$ cat src/rtl/kmap_pkg.sv
// Shared types and helpers for the programmable truth-table engine.
// Holds the sweep FSM encoding, table sizing and the cleared-table constant.
package kmap_pkg;

  typedef enum logic [1:0] {
    IDLE,
    SWEEP,
    FIN
  } state_t;

  // Largest table: 2**8 entries of 8 outputs.
  localparam int unsigned MAX_TBL_BITS = 2048;

  localparam logic [MAX_TBL_BITS-1:0] DEFAULT_TBL = '0;

  function automatic int unsigned tbl_bits(input int unsigned n_in, input int unsigned n_out);
    return (32'd1 << n_in) * n_out;
  endfunction

endpackage

$ cat src/rtl/kmap_cfg_shifter.sv
// Serial loader for the truth table: LSB-first shadow register, bit counter and commit pulse.
// The shadow is only handed to the active table once every bit has arrived.
module kmap_cfg_shifter
  import kmap_pkg::*;
#(
  parameter int unsigned TBL_BITS = 16
) (
  input  logic                clk,
  input  logic                rst_n,
  input  logic                enable,
  input  logic                cfg_valid,
  input  logic                cfg_bit,
  output logic                cfg_ready,
  output logic                commit,
  output logic                cfg_done,
  output logic [TBL_BITS-1:0] shadow
);

  localparam int unsigned CW = (TBL_BITS > 1) ? $clog2(TBL_BITS) : 1;
  localparam logic [CW-1:0] LAST = CW'(TBL_BITS - 1);

  logic [TBL_BITS-1:0] shadow_q, shadow_d;
  logic [CW-1:0]       cnt_q, cnt_d;
  logic                full_q, full_d;
  logic                done_q;
  logic                accept;

  assign cfg_ready = enable;
  assign accept    = cfg_valid && enable;

  always_comb begin
    shadow_d = shadow_q;
    cnt_d    = cnt_q;
    full_d   = 1'b0;
    if (accept) begin
      shadow_d[cnt_q] = cfg_bit;
      if (cnt_q == LAST) begin
        cnt_d  = '0;
        full_d = 1'b1;
      end else begin
        cnt_d = cnt_q + CW'(1);
      end
    end
  end

  // Commit happens one edge after the last bit; the done pulse follows the commit
  // so it coincides with the new table being visible.
  always_ff @(posedge clk or negedge rst_n) begin
    if (!rst_n) begin
      shadow_q <= DEFAULT_TBL[TBL_BITS-1:0];
      cnt_q    <= '0;
      full_q   <= 1'b0;
      done_q   <= 1'b0;
    end else begin
      shadow_q <= shadow_d;
      cnt_q    <= cnt_d;
      full_q   <= full_d;
      done_q   <= full_q;
    end
  end

  assign commit   = full_q;
  assign cfg_done = done_q;
  assign shadow   = shadow_q;

endmodule

$ cat src/rtl/kmap_lut_seq.sv
// Registered programmable truth-table engine with on-demand evaluation and exhaustive sweep.
// A sweep issues every input code once and counts the codes whose output bit 0 is set.
module kmap_lut_seq
  import kmap_pkg::*;
#(
  parameter int unsigned N_IN  = 4,
  parameter int unsigned N_OUT = 1
) (
  input  logic             clk,
  input  logic             rst_n,
  input  logic             cfg_valid,
  input  logic             cfg_bit,
  output logic             cfg_ready,
  output logic             cfg_done,
  input  logic             in_valid,
  input  logic [N_IN-1:0]  in_vec,
  output logic             in_ready,
  output logic             out_valid,
  output logic [N_OUT-1:0] out_vec,
  output logic [N_IN-1:0]  out_idx,
  input  logic             sweep_start,
  output logic             sweep_busy,
  output logic             sweep_done,
  output logic [N_IN:0]    sweep_count
);

  localparam int unsigned DEPTH    = 2 ** N_IN;
  localparam int unsigned TBL_BITS = tbl_bits(N_IN, N_OUT);
  localparam int unsigned CNT_W    = N_IN + 1;
  localparam logic [N_IN-1:0] LAST_IDX = N_IN'(DEPTH - 1);

  state_t state_q, state_d;

  logic [TBL_BITS-1:0] tbl_q;
  logic [TBL_BITS-1:0] shadow;
  logic                commit;
  logic                idle;

  logic [N_IN-1:0]  idx_q, idx_d;
  logic [CNT_W-1:0] cnt_q, cnt_d;
  logic             ov_q, ov_d;
  logic [N_OUT-1:0] ovec_q, ovec_d;
  logic [N_IN-1:0]  oidx_q, oidx_d;
  logic             sw_out_q, sw_out_d;
  logic             done_q, done_d;

  function automatic logic [N_OUT-1:0] lookup(input logic [TBL_BITS-1:0] t,
                                               input logic [N_IN-1:0]     code);
    return t[int'(code) * N_OUT +: N_OUT];
  endfunction

  assign idle = (state_q == IDLE);

  kmap_cfg_shifter #(
    .TBL_BITS (TBL_BITS)
  ) u_cfg_shifter (
    .clk       (clk),
    .rst_n     (rst_n),
    .enable    (idle),
    .cfg_valid (cfg_valid),
    .cfg_bit   (cfg_bit),
    .cfg_ready (cfg_ready),
    .commit    (commit),
    .cfg_done  (cfg_done),
    .shadow    (shadow)
  );

  always_comb begin
    state_d  = state_q;
    idx_d    = idx_q;
    cnt_d    = cnt_q;
    ov_d     = 1'b0;
    ovec_d   = ovec_q;
    oidx_d   = oidx_q;
    sw_out_d = 1'b0;
    done_d   = 1'b0;

    // Count each sweep result in the cycle it is presented.
    if (ov_q && sw_out_q && ovec_q[0]) begin
      cnt_d = cnt_q + CNT_W'(1);
    end

    unique case (state_q)
      IDLE: begin
        if (in_valid) begin
          ov_d   = 1'b1;
          oidx_d = in_vec;
          ovec_d = lookup(tbl_q, in_vec);
        end
        if (sweep_start) begin
          state_d = SWEEP;
          idx_d   = '0;
          cnt_d   = '0;
        end
      end
      SWEEP: begin
        ov_d     = 1'b1;
        sw_out_d = 1'b1;
        oidx_d   = idx_q;
        ovec_d   = lookup(tbl_q, idx_q);
        idx_d    = idx_q + N_IN'(1);
        if (idx_q == LAST_IDX) begin
          state_d = FIN;
        end
      end
      FIN: begin
        state_d = IDLE;
        done_d  = 1'b1;
      end
      default: state_d = IDLE;
    endcase
  end

  always_ff @(posedge clk or negedge rst_n) begin
    if (!rst_n) begin
      state_q  <= IDLE;
      tbl_q    <= DEFAULT_TBL[TBL_BITS-1:0];
      idx_q    <= '0;
      cnt_q    <= '0;
      ov_q     <= 1'b0;
      ovec_q   <= '0;
      oidx_q   <= '0;
      sw_out_q <= 1'b0;
      done_q   <= 1'b0;
    end else begin
      state_q  <= state_d;
      idx_q    <= idx_d;
      cnt_q    <= cnt_d;
      ov_q     <= ov_d;
      ovec_q   <= ovec_d;
      oidx_q   <= oidx_d;
      sw_out_q <= sw_out_d;
      done_q   <= done_d;
      if (commit) begin
        tbl_q <= shadow;
      end
    end
  end

  assign in_ready    = idle;
  assign sweep_busy  = !idle;
  assign sweep_done  = done_q;
  assign sweep_count = cnt_q;
  assign out_valid   = ov_q;
  assign out_vec     = ovec_q;
  assign out_idx     = oidx_q;

endmodule

$ cat config.mk
export PLATFORM = sky130hd
export DESIGN_NAME = kmap_lut_seq
export DESIGN_NICKNAME = d
export VERILOG_FILES = /design/src/rtl/kmap_pkg.sv /design/src/rtl/kmap_cfg_shifter.sv /design/src/rtl/kmap_lut_seq.sv
export SDC_FILE = /design/constraint.sdc
export NUM_CORES = 1
export LEC_CHECK = 0
export BUFFER_PORTS_ARGS = -buffer_cell sky130_fd_sc_hd__buf_2
export CORE_ASPECT_RATIO = 0.5
export CORE_MARGIN = 4
export CORE_UTILIZATION = 57
export DETAILED_ROUTE_END_ITERATION = 16
export GPL_TIMING_DRIVEN = 0
export HOLD_SLACK_MARGIN = 0.15
export PLACE_DENSITY = 0.75
export SYNTH_ARGS = -nofsm -noshare
export SYNTH_HDL_FRONTEND = slang
export SYNTH_SLANG_ARGS = --single-unit
$ cat constraint.sdc
create_clock -name clk -period 3 [get_ports clk]
set_input_delay 0.3 -clock clk [delete_from_list [all_inputs] [get_ports clk]]
set_output_delay 0.3 -clock clk [all_outputs]
set_load 0.01 [all_outputs]
==> impl_metrics.ini, run 1 <==
[timing]
fmax_mhz = 420
rsz0062_at_grt = no
max-slew-margin-rel_pct = 54.7
timing.final.crit_share_pct = 79.4
tightestPinTransition_ps = 680
max_slew_violations = 0
period_needed_ps = 2380
finalSetupViolCount = 0
final-hold-violation-count = 0
tns_ps = 0
final.setup_skew_ps = 5.10
layout_setup_ws_ps = 617

[synth]
yosys.area.top_type_share_pct = 54.5
ys_seq_area_share_pct = 54.5
synth.top_cells.by_area = sky130_fd_sc_hd__dfrtp_1, sky130_fd_sc_hd__mux2_2, sky130_fd_sc_hd__nand2_1
synth_nets = 248
synth-async-reset-ratio_pct = 100
ys_types = 38
synth.cell_area_mm2 = 0.00262
postSynthCellCount = 232
synthesis.area_per_instance_um2 = 11.3
ys.flop_type = sky130_fd_sc_hd__dfrtp_1
synth_edf_count = 0
ys.warnings.count = 0
post-synth-top-area-cell = sky130_fd_sc_hd__dfrtp_1
ys_seq_elements = 57

[clocking]
cts_tree = yes
cts_max_level = 3
worst_setup_hold_path_clk_slew_ps = 60
clk_latency_ps = 330
cts_resized = 0
cts_max_path_buffers = 2
post_cts.repair.setup_buffers = 0
clk_root_buffer_cell = sky130_fd_sc_hd__clkbuf_8
cts_inserted_buffers = 9
cts.hold.buffers_added = 0
numClockSinks = 57

[cells_and_area]
mostFrequentLayoutCells = sky130_fd_sc_hd__dfrtp_1, sky130_fd_sc_hd__mux2_2, sky130_fd_sc_hd__nand2_1
multi_input_area_mm2 = 0.00109
layout_commonest_cell = sky130_fd_sc_hd__dfrtp_1
post_route_cells_drive_above_1_share_pct = 28.5
final-seq-area_mm2 = 0.00143
syn_to_final_growth_pct = 15.9
final_net_count = 285
diodes = 0
postLayoutCoreUtil_pct = 68.9
layout.cells.non_filler = 331
fill_cells = 311

[global_routing]
grt_max_degree = 58
first_pass_grt_wire_length_um = 8540
first_global_vias = 1782
grt.total_usage_pct = 19.0
gr-total-overflow = 0
antenna_found_initial = 0

[critical_path]
critical_path_peak_fanout = 8
worstPathRequired_ps = 3200
setup_cp_type = reg -> reg
critPathCaptureType = flip-flop
cp-start-kind = flip-flop
worst_ep_arrival_time_ps = 2580

[drt]
remaining_drc_errors = 0
detailedRoute.firstIterationViolations = 107
drt_pre_antenna_iters = 4
postRouteWirelength_um = 4900
route.vias.total = 1803
antenna_violating_nets_post_route = 0
route.detailed.wl_per_inst_um = 14.8
avgViaCountPerCell = 5.45

[min_path]
hold_class = in -> reg

[floorplanning]
i_o_pin_total = 26
placeableCoreArea_mm2 = 0.00440
chipHeight_um = 55.9
floorplan.die_area_mm2 = 0.00580
fp.dieW_um = 104
rows = 17
initial_standard_cell_utilization_of_the_core_pct = 59.4

[place]
post-place-cells = 314
io_buffers = 25
pre_cts_ws_ps = 614
dp_hpwl_um = 3530
finalWeightedCongestion = 0.836

[power_and_ir_drop]
power_leakage_nw = 1.44
max-vdd-ir-drop_mv = 0.352
pwr_density_cell_mw_per_mm2 = 888

[run_status]
status = finished clean

[job]
maxCapViolations = 0
==> state kept, by name, summed over array words and instances (netlist names) <==
register,cells
tbl_q,16
u_cfg_shifter.shadow,16
sweep_count,5
idx_q,4
out_idx,4
u_cfg_shifter.cnt_q,4
state_q,2
out_valid,1
out_vec,1
sw_out_q,1
sweep_done,1
u_cfg_shifter.cfg_done,1
u_cfg_shifter.commit,1
==> final cells by class <==
| type | instances | share of cell area [%] |
|---|---|---|
| clock inverter | 2 | 1.16 |
| multi-input combinational | 152 | 36.0 |
| buffer | 13 | 1.98 |
| inverter | 10 | 1.24 |
| clock buffer | 14 | 5.70 |
| timing repair buffer | 26 | 4.54 |
| sequential | 57 | 47.0 |
| tap | 57 | 2.35 |
==> synth_stat cells (2+ instances only) <==
cell	n
sky130_fd_sc_hd__dfrtp_1	57
sky130_fd_sc_hd__mux2_2	28
sky130_fd_sc_hd__nand2_1	26
sky130_fd_sc_hd__nand3_1	17
sky130_fd_sc_hd__o21ai_0	16
sky130_fd_sc_hd__clkbuf_1	11
sky130_fd_sc_hd__nor2_1	10
sky130_fd_sc_hd__inv_1	9
sky130_fd_sc_hd__a211oi_1	6
sky130_fd_sc_hd__ha_1	6
sky130_fd_sc_hd__nand4_1	5
sky130_fd_sc_hd__and2_1	3
sky130_fd_sc_hd__and3_1	3
sky130_fd_sc_hd__or2_2	3
sky130_fd_sc_hd__xor2_1	3
sky130_fd_sc_hd__a21oi_1	2
sky130_fd_sc_hd__a311oi_1	2
sky130_fd_sc_hd__mux2i_1	2
sky130_fd_sc_hd__nand3b_1	2
sky130_fd_sc_hd__nor2b_1	2
sky130_fd_sc_hd__xnor2_1	2
==> critical path, stage by stage, from the launching register on <==
cell	delay, ps
sky130_fd_sc_hd__dfrtp_1	430
sky130_fd_sc_hd__or2b_4	330
sky130_fd_sc_hd__mux2i_2	430
sky130_fd_sc_hd__mux4_2	360
sky130_fd_sc_hd__and3_1	190
sky130_fd_sc_hd__or4_1	500
==> stage by stage <==
step / power (mW) / hold slack, ps / area [um^2]
after detailed placement: 1.97 / 381 / 2810
after CTS: 2.71 / 207 / 3020
final: 2.69 / 223 / 3030
after floorplan: 1.71 / 4.41 / 2620
after global routing: 2.88 / 228 / 3030
after global placement: 1.93 / 379 / 2810
==> power by group <==
group          switching [mW]  internal (mW)
Clock                   0.280          0.451
Sequential              0.144          0.968
Combinational           0.482          0.369
==> kinds of logic (layout without fill, tap and decap cells) <==
| family | Yosys count | in the layout | synth area share [%] |
|---|---|---|---|
| DFF | 57 | 57 | 54.5 |
| and+or+nand+nor | 76 | 76 | 14.5 |
| adders and majority gates | 6 | 6 | 2.87 |
| AOI/OAI and AO/OA | 33 | 33 | 8.52 |
| buffers and inverters | 23 | 65 | 3.73 |
| muxes | 32 | 32 | 14.2 |
| xor gates and xnor gates | 5 | 5 | 1.67 |
==> metal layers <==
| layer | track usage, % | share of wire [%] | up-vias |
|---|---|---|---|
| met5 | 0 | 0 | - |
| met4 | 5.68 | 0.49 | 0 |
| met3 | 8.11 | 5.6 | 4 |
| met2 | 28.3 | 44 | 38 |
| met1 | 25.4 | 50 | 878 |
| li1 | - | - | 883 |
==> path summary, 6_finish.rpt <==
check | startpoint | endpoint | slack, ps | cells past startpoint
setup / recovery | state_q[0] | out_vec | 620 | 5
hold / removal | sweep_start | state_q[0] | 220 | 3
setup reg to reg | state_q[0] | out_vec | 620 | 5
hold reg to reg | u_cfg_shifter.commit | u_cfg_shifter.cfg_done | 400 | 0
max in group asynchronous | rst_n | idx_q[0] | 1990 | 2
min in group asynchronous | rst_n | u_cfg_shifter.cnt_q[2] | 550 | 2
Power figures use the tool's default switching activity.
==> inputs of run 2 (changes only) <==
- ABC_AREA: unset -> 1
- clock period: 3 -> 2.3 ns (I/O delays scaled with it)
==> run 2 against run 1 <==
Effect of this change: largest power group unchanged; combinational power increased by 50%; synthesized area decreased by 1.8%; register-to-register slack got worse by 30 ps; largest cell class unchanged; flip-flop and latch count unchanged; routed wire length increased by 2.3%; final area decreased by 3.1%; worst setup slack got worse by 31 ps; first-iteration DRC count increased by 53%; clock power increased by 2%; hold slack improved by 35 ps.
==> impl_metrics.ini, run 2 <==
[critical_path]
setup.reg_to_reg.worst_slack_ps = 590
critPathCaptureType = flip-flop
setup_cp_type = reg -> reg
critical_path_peak_fanout = 8
worstReg2RegEnd = u_cfg_shifter.shadow[13]
r2r-start = state_q[0]
worstPathRequired_ps = 2530
worst-r2r-cell-count = 8
worst_ep_arrival_time_ps = 1950
cp-start-kind = flip-flop

[cells_and_area]
final_net_count = 349
postLayoutCoreUtil_pct = 71.3
post_route_cells_drive_above_1_share_pct = 15.4
diodes = 0
mostFrequentLayoutCells = sky130_fd_sc_hd__nand2_1, sky130_fd_sc_hd__dfrtp_1, sky130_fd_sc_hd__inv_1
syn_to_final_growth_pct = 14.4

[synth]
post-synth-top-area-cell = sky130_fd_sc_hd__dfrtp_1
ys.warnings.count = 0
ys_seq_elements = 57
ys_top_cells_by_count = sky130_fd_sc_hd__dfrtp_1, sky130_fd_sc_hd__nand2_1, sky130_fd_sc_hd__inv_1, sky130_fd_sc_hd__o21ai_0, sky130_fd_sc_hd__nand3_1
synthesis.area_per_instance_um2 = 8.71
ys_seq_area_share_pct = 55.5
synth.top_cells.by_area = sky130_fd_sc_hd__dfrtp_1, sky130_fd_sc_hd__nand2_1, sky130_fd_sc_hd__inv_1
yosys.area.top_type_share_pct = 55.5
postSynthCellCount = 295
synth-async-reset-ratio_pct = 100
ys.flop_type = sky130_fd_sc_hd__dfrtp_1
synth_nets = 311
synth_edf_count = 0
ys_types = 28
synth.cell_area_mm2 = 0.00257

[timing]
timing.final.crit_share_pct = 74.5
finalSetupViolCount = 0
tns_ps = 0
final.setup_skew_ps = 8.62
worst_hold_slack_ps = 258
fmax_mhz = 584
rsz0062_at_grt = no
final-hold-violation-count = 0
period_needed_ps = 1710
max_slew_violations = 0
tightestPinTransition_ps = 693
max-slew-margin-rel_pct = 53.8

[run_status]
status = finished clean

[global_routing]
gr-total-overflow = 0
first_pass_grt_wire_length_um = 8780
first_global_vias = 1910
grt_max_degree = 58
grt.total_usage_pct = 19.5
antenna_found_initial = 0

[drt]
antenna_violating_nets_post_route = 0
postRouteWirelength_um = 5010
route.detailed.wl_per_inst_um = 12.8
remaining_drc_errors = 0
route.vias.total = 2041
avgViaCountPerCell = 5.21
drt_pre_antenna_iters = 5
detailedRoute.firstIterationViolations = 164

[clocking]
clk_latency_ps = 320
numClockSinks = 57
clk_root_buffer_cell = sky130_fd_sc_hd__clkbuf_8
cts_inserted_buffers = 9
cts_tree = yes
worst_setup_hold_path_clk_slew_ps = 70
cts_resized = 0
cts.hold.buffers_added = 1
cts_max_level = 3
cts_max_path_buffers = 2
post_cts.repair.setup_buffers = 0

[power_and_ir_drop]
pwr_density_cell_mw_per_mm2 = 1200
power_leakage_nw = 1.48
max-vdd-ir-drop_mv = 0.568

[floorplanning]
chipHeight_um = 55.5
placeableCoreArea_mm2 = 0.00412
initial_standard_cell_utilization_of_the_core_pct = 62.3
fp.dieW_um = 103
floorplan.die_area_mm2 = 0.00571
rows = 16
i_o_pin_total = 26

[job]
maxCapViolations = 0

[place]
dp_hpwl_um = 3680
finalWeightedCongestion = 0.809
io_buffers = 25

[min_path]
hold_class = in -> reg
hold-path-cell-count = 3
hold_start = in_valid
min_to = out_valid
-- run 2: cells by family (layout without fill, tap and decap cells) --
| family | after synthesis | after routing | share of synthesized area [%] |
|---|---|---|---|
| AND/OR/NAND/NOR | 122 | 122 | 20.7 |
| AO/OA/AOI/OAI | 59 | 59 | 12.4 |
| XOR/XNOR | 2 | 2 | 0.682 |
| buffers and inverters | 48 | 91 | 7.45 |
| adder cells (fa/ha/maj) | 6 | 6 | 2.92 |
| multiplexers | 1 | 1 | 0.390 |
| flip-flops | 57 | 57 | 55.5 |
-- run 2: power by group --
part / switching, mW / internal (mW)
sequential: 0.210 / 1.28
combinational: 0.804 / 0.478
clock: 0.359 / 0.384
-- run 2: worst max-delay path by stage --
stage	from	cells past startpoint	slack (ps)	endpoint
finish	state_q[0]	8	590	u_cfg_shifter.shadow[13]
global route	state_q[0]	8	470	u_cfg_shifter.shadow[0]
CTS	state_q[0]	8	610	u_cfg_shifter.shadow[13]
detailed placement	state_q[0]	8	640	u_cfg_shifter.shadow[13]
global placement	state_q[0]	8	730	u_cfg_shifter.shadow[1]
floorplan	state_q[0]	8	900	u_cfg_shifter.shadow[0]
-- run 2: final cells by class --
| cell class | count | area (um^2) |
|---|---|---|
| flip-flops and latches | 57 | 1430 |
| well taps | 54 | 67.6 |
| repair buffers | 27 | 148 |
| plain buffers | 7 | 37.5 |
| multi-input cells | 190 | 951 |
| inverters | 41 | 154 |
| clock inverters | 4 | 20.0 |
| fillers | 332 | 1180 |
| clock buffers | 12 | 135 |
-- run 2: stage by stage --
step	power, mW	setup slack (ps)	instances	cell area, um^2
global placement	2.72	727	374	2760
finish	3.52	586	392	2940
detailed placement	2.79	637	374	2760
CTS	3.54	611	391	2930
floorplan	2.40	902	295	2570
global route	3.84	466	392	2940
-- run 2: routing by layer --
metal / wire length [um] / up-vias / GRT usage, % / share of wire, %
met2: 2240 / 56 / 29.4 / 45
met3: 320 / 4 / 6.66 / 6.4
met5: 0 / - / 0 / 0
li1: - / 1036 / - / -
met4: 29 / 0 / 5.17 / 0.58
met1: 2420 / 945 / 26.8 / 48
-- run 2: critical path, cell delays in order, from the launching register on --
cell	delay, ps
sky130_fd_sc_hd__dfrtp_1	370
sky130_fd_sc_hd__buf_4	160
sky130_fd_sc_hd__nor2_4	220
sky130_fd_sc_hd__nand2_1	210
sky130_fd_sc_hd__inv_2	170
sky130_fd_sc_hd__nand2_1	120
sky130_fd_sc_hd__inv_1	130
sky130_fd_sc_hd__a21oi_1	80
sky130_fd_sc_hd__a31oi_1	160
==> inputs of run 3 (changes only) <==
- CORE_UTILIZATION: 57 -> 52
- PLACE_DENSITY: 0.75 -> 0.72
- clock period: 2.3 -> 1.4 ns (I/O delays scaled with it)
==> run 3 against run 2 <==
Effect of this change: the flow now finishes with violations (setup timing); routed wire length increased by 12%; utilization increased by 0.96 points; sequential share of layout area decreased by 5.3 points; highest routed layer unchanged; die area up 8.5%; first-iteration DRC count is 48% lower; critical path type is now reg -> out; non-clock buffer count increased by 16; sequential power increased by 66%; worst setup slack got worse by 650 ps; largest power group is now combinational logic; combinational power grew 110%.
==> impl_metrics.ini, run 3 (synthesized netlist as in run 2, its figures left out) <==
[global_routing]
first_pass_grt_wire_length_um = 9520
grt.total_usage_pct = 19.6
antenna_found_initial = 0
gr-total-overflow = 0
grt_max_degree = 58
first_global_vias = 2084

[drt]
antenna_violating_nets_post_route = 0
remaining_drc_errors = 0
detailedRoute.firstIterationViolations = 85
avgViaCountPerCell = 5.05
route.vias.total = 2122
route.detailed.wl_per_inst_um = 13.4
drt_pre_antenna_iters = 4
postRouteWirelength_um = 5630

[floorplanning]
chipHeight_um = 57.7
fp.dieW_um = 107
placeableCoreArea_mm2 = 0.00457
initial_standard_cell_utilization_of_the_core_pct = 56.2
i_o_pin_total = 26
floorplan.die_area_mm2 = 0.00620
rows = 17

[timing]
tightestPinTransition_ps = 708
rsz0062_at_grt = yes
max_slew_violations = 0
timing.final.crit_share_pct = 104
layout_setup_ws_ps = -62.8
tns_ps = -585
fmax_mhz = 684
period_needed_ps = 1460
final.setup_skew_ps = 6.28
final-hold-violation-count = 0
finalSetupViolCount = 20
max-slew-margin-rel_pct = 52.8
worst_hold_slack_ps = 170

[clocking]
numClockSinks = 57
cts_inserted_buffers = 9
clk_latency_ps = 320
cts_max_path_buffers = 2
worst_setup_hold_path_clk_slew_ps = 60
cts_max_level = 3
cts_tree = yes
clk_root_buffer_cell = sky130_fd_sc_hd__clkbuf_8

[power_and_ir_drop]
max-vdd-ir-drop_mv = 0.884
power_leakage_nw = 1.61
pwr_density_cell_mw_per_mm2 = 1960
clock_power_share_pct = 20.6
power.combinational.fraction_pct = 41.0
switching_power_mw = 2.55
power.sequential.fraction_pct = 38.3
overall_power_after_layout_mw = 6.46
power_report.internal_total_mw = 3.91
switching_share_pct = 39.5

[min_path]
hold_class = in -> reg

[critical_path]
slowest_delay_ps = 370
critical_path_peak_fanout = 6
critical_path.top_delay_family = buffers and inverters
setup.reg_to_reg.worst_slack_ps = -50
worst_ep_arrival_time_ps = 1320
worstPathRequired_ps = 1260
setup_cp_type = reg -> out
cp-start-kind = flip-flop
path_buf_inv = 3
critical-path-top-cell-by-count = sky130_fd_sc_hd__buf_6
critPathCaptureType = primary output
worst_path_max_delay_cell = sky130_fd_sc_hd__dfrtp_1
cp_cell_sequence = buf_6 -> nor2_4 -> buf_6 -> buf_6

[cells_and_area]
final_area_mm2 = 0.00330
post_route_cells_drive_above_1_share_pct = 27.1
mostFrequentLayoutCells = sky130_fd_sc_hd__dfrtp_1, sky130_fd_sc_hd__nand2_1, sky130_fd_sc_hd__inv_1
final_net_count = 365
fill_cells = 325
layout_commonest_cell = sky130_fd_sc_hd__dfrtp_1
syn_to_final_growth_pct = 28.6
layout.cells.non_filler = 420
postLayoutCoreUtil_pct = 72.2
diodes = 0

[place]
pre_cts_ws_ps = -230
placement.cell_area_mm2 = 0.00278
dp_hpwl_um = 3710
io_buffers = 25
finalWeightedCongestion = 0.749
post-place-cells = 386

[job]
maxCapViolations = 0

[run_status]
status = finished with violations
failed_checks = setup timing
run 3: cell types whose count changed in the layout (fill, tap and decap cells not counted), sizes merged:
cell / delta
buf: +15
clkbuf: +1
clkinv: -1
dlygate4sd3: +1
run 3: area by class of cell:
class                   instances  area, um^2  area share [%]
well taps                      66        82.6            2.50
flip-flops and latches         57        1430            43.2
repair buffers                 43         284            8.60
plain buffers                   7        48.8            1.48
clock inverters                 3        15.0           0.455
clock buffers                  13         159            4.81
inverters                      41         174            5.27
multi-input cells             190        1110            33.7
run 3: metal layers:
layer | global-route usage, % | part of all wire, % | vias to the layer above
li1 | - | - | 1067
met1 | 24.6 | 47 | 1011
met3 | 6.01 | 4.0 | 4
met5 | 0 | 0 | -
met4 | 6.47 | 0.62 | 0
met2 | 33.1 | 49 | 40
run 3: power by group through the flow:
stage,combinational [mW],sequential [mW],clock [mW]
2_1_floorplan,1.47,2.47,0
3_5_place_dp,2.09,2.48,0
5_1_grt,2.97,2.55,1.47
3_3_place_gp,2.04,2.44,0
4_1_cts,2.40,2.46,1.36
6_report,2.65,2.48,1.33
run 3: worst paths after layout:
check | from | end | cells after the start
worst max register to register | state_q[0] | u_cfg_shifter.shadow[0] | 8
worst max-delay path | state_q[0] | cfg_ready | 4
max in group asynchronous | rst_n | state_q[1] | 2
worst min-delay path | cfg_bit | u_cfg_shifter.shadow[2] | 3
worst min register to register | out_idx[0] | out_idx[0] | 2
min in group asynchronous | rst_n | sweep_done | 2
run 3: tightest hold or removal path, cell delays in order:
cell	delay (ps)
sky130_fd_sc_hd__buf_2	70
sky130_fd_sc_hd__inv_1	90
sky130_fd_sc_hd__a31oi_1	140
run 3: repair_timing:
action	in CTS	in global routing
hold buffers	2	1
hold endpoints to repair	59	57
endpoints found under the setup margin	21	29
pin swaps	7	5
gates resized for setup	31	28
setup buffers	8	6
gates cloned	1	0
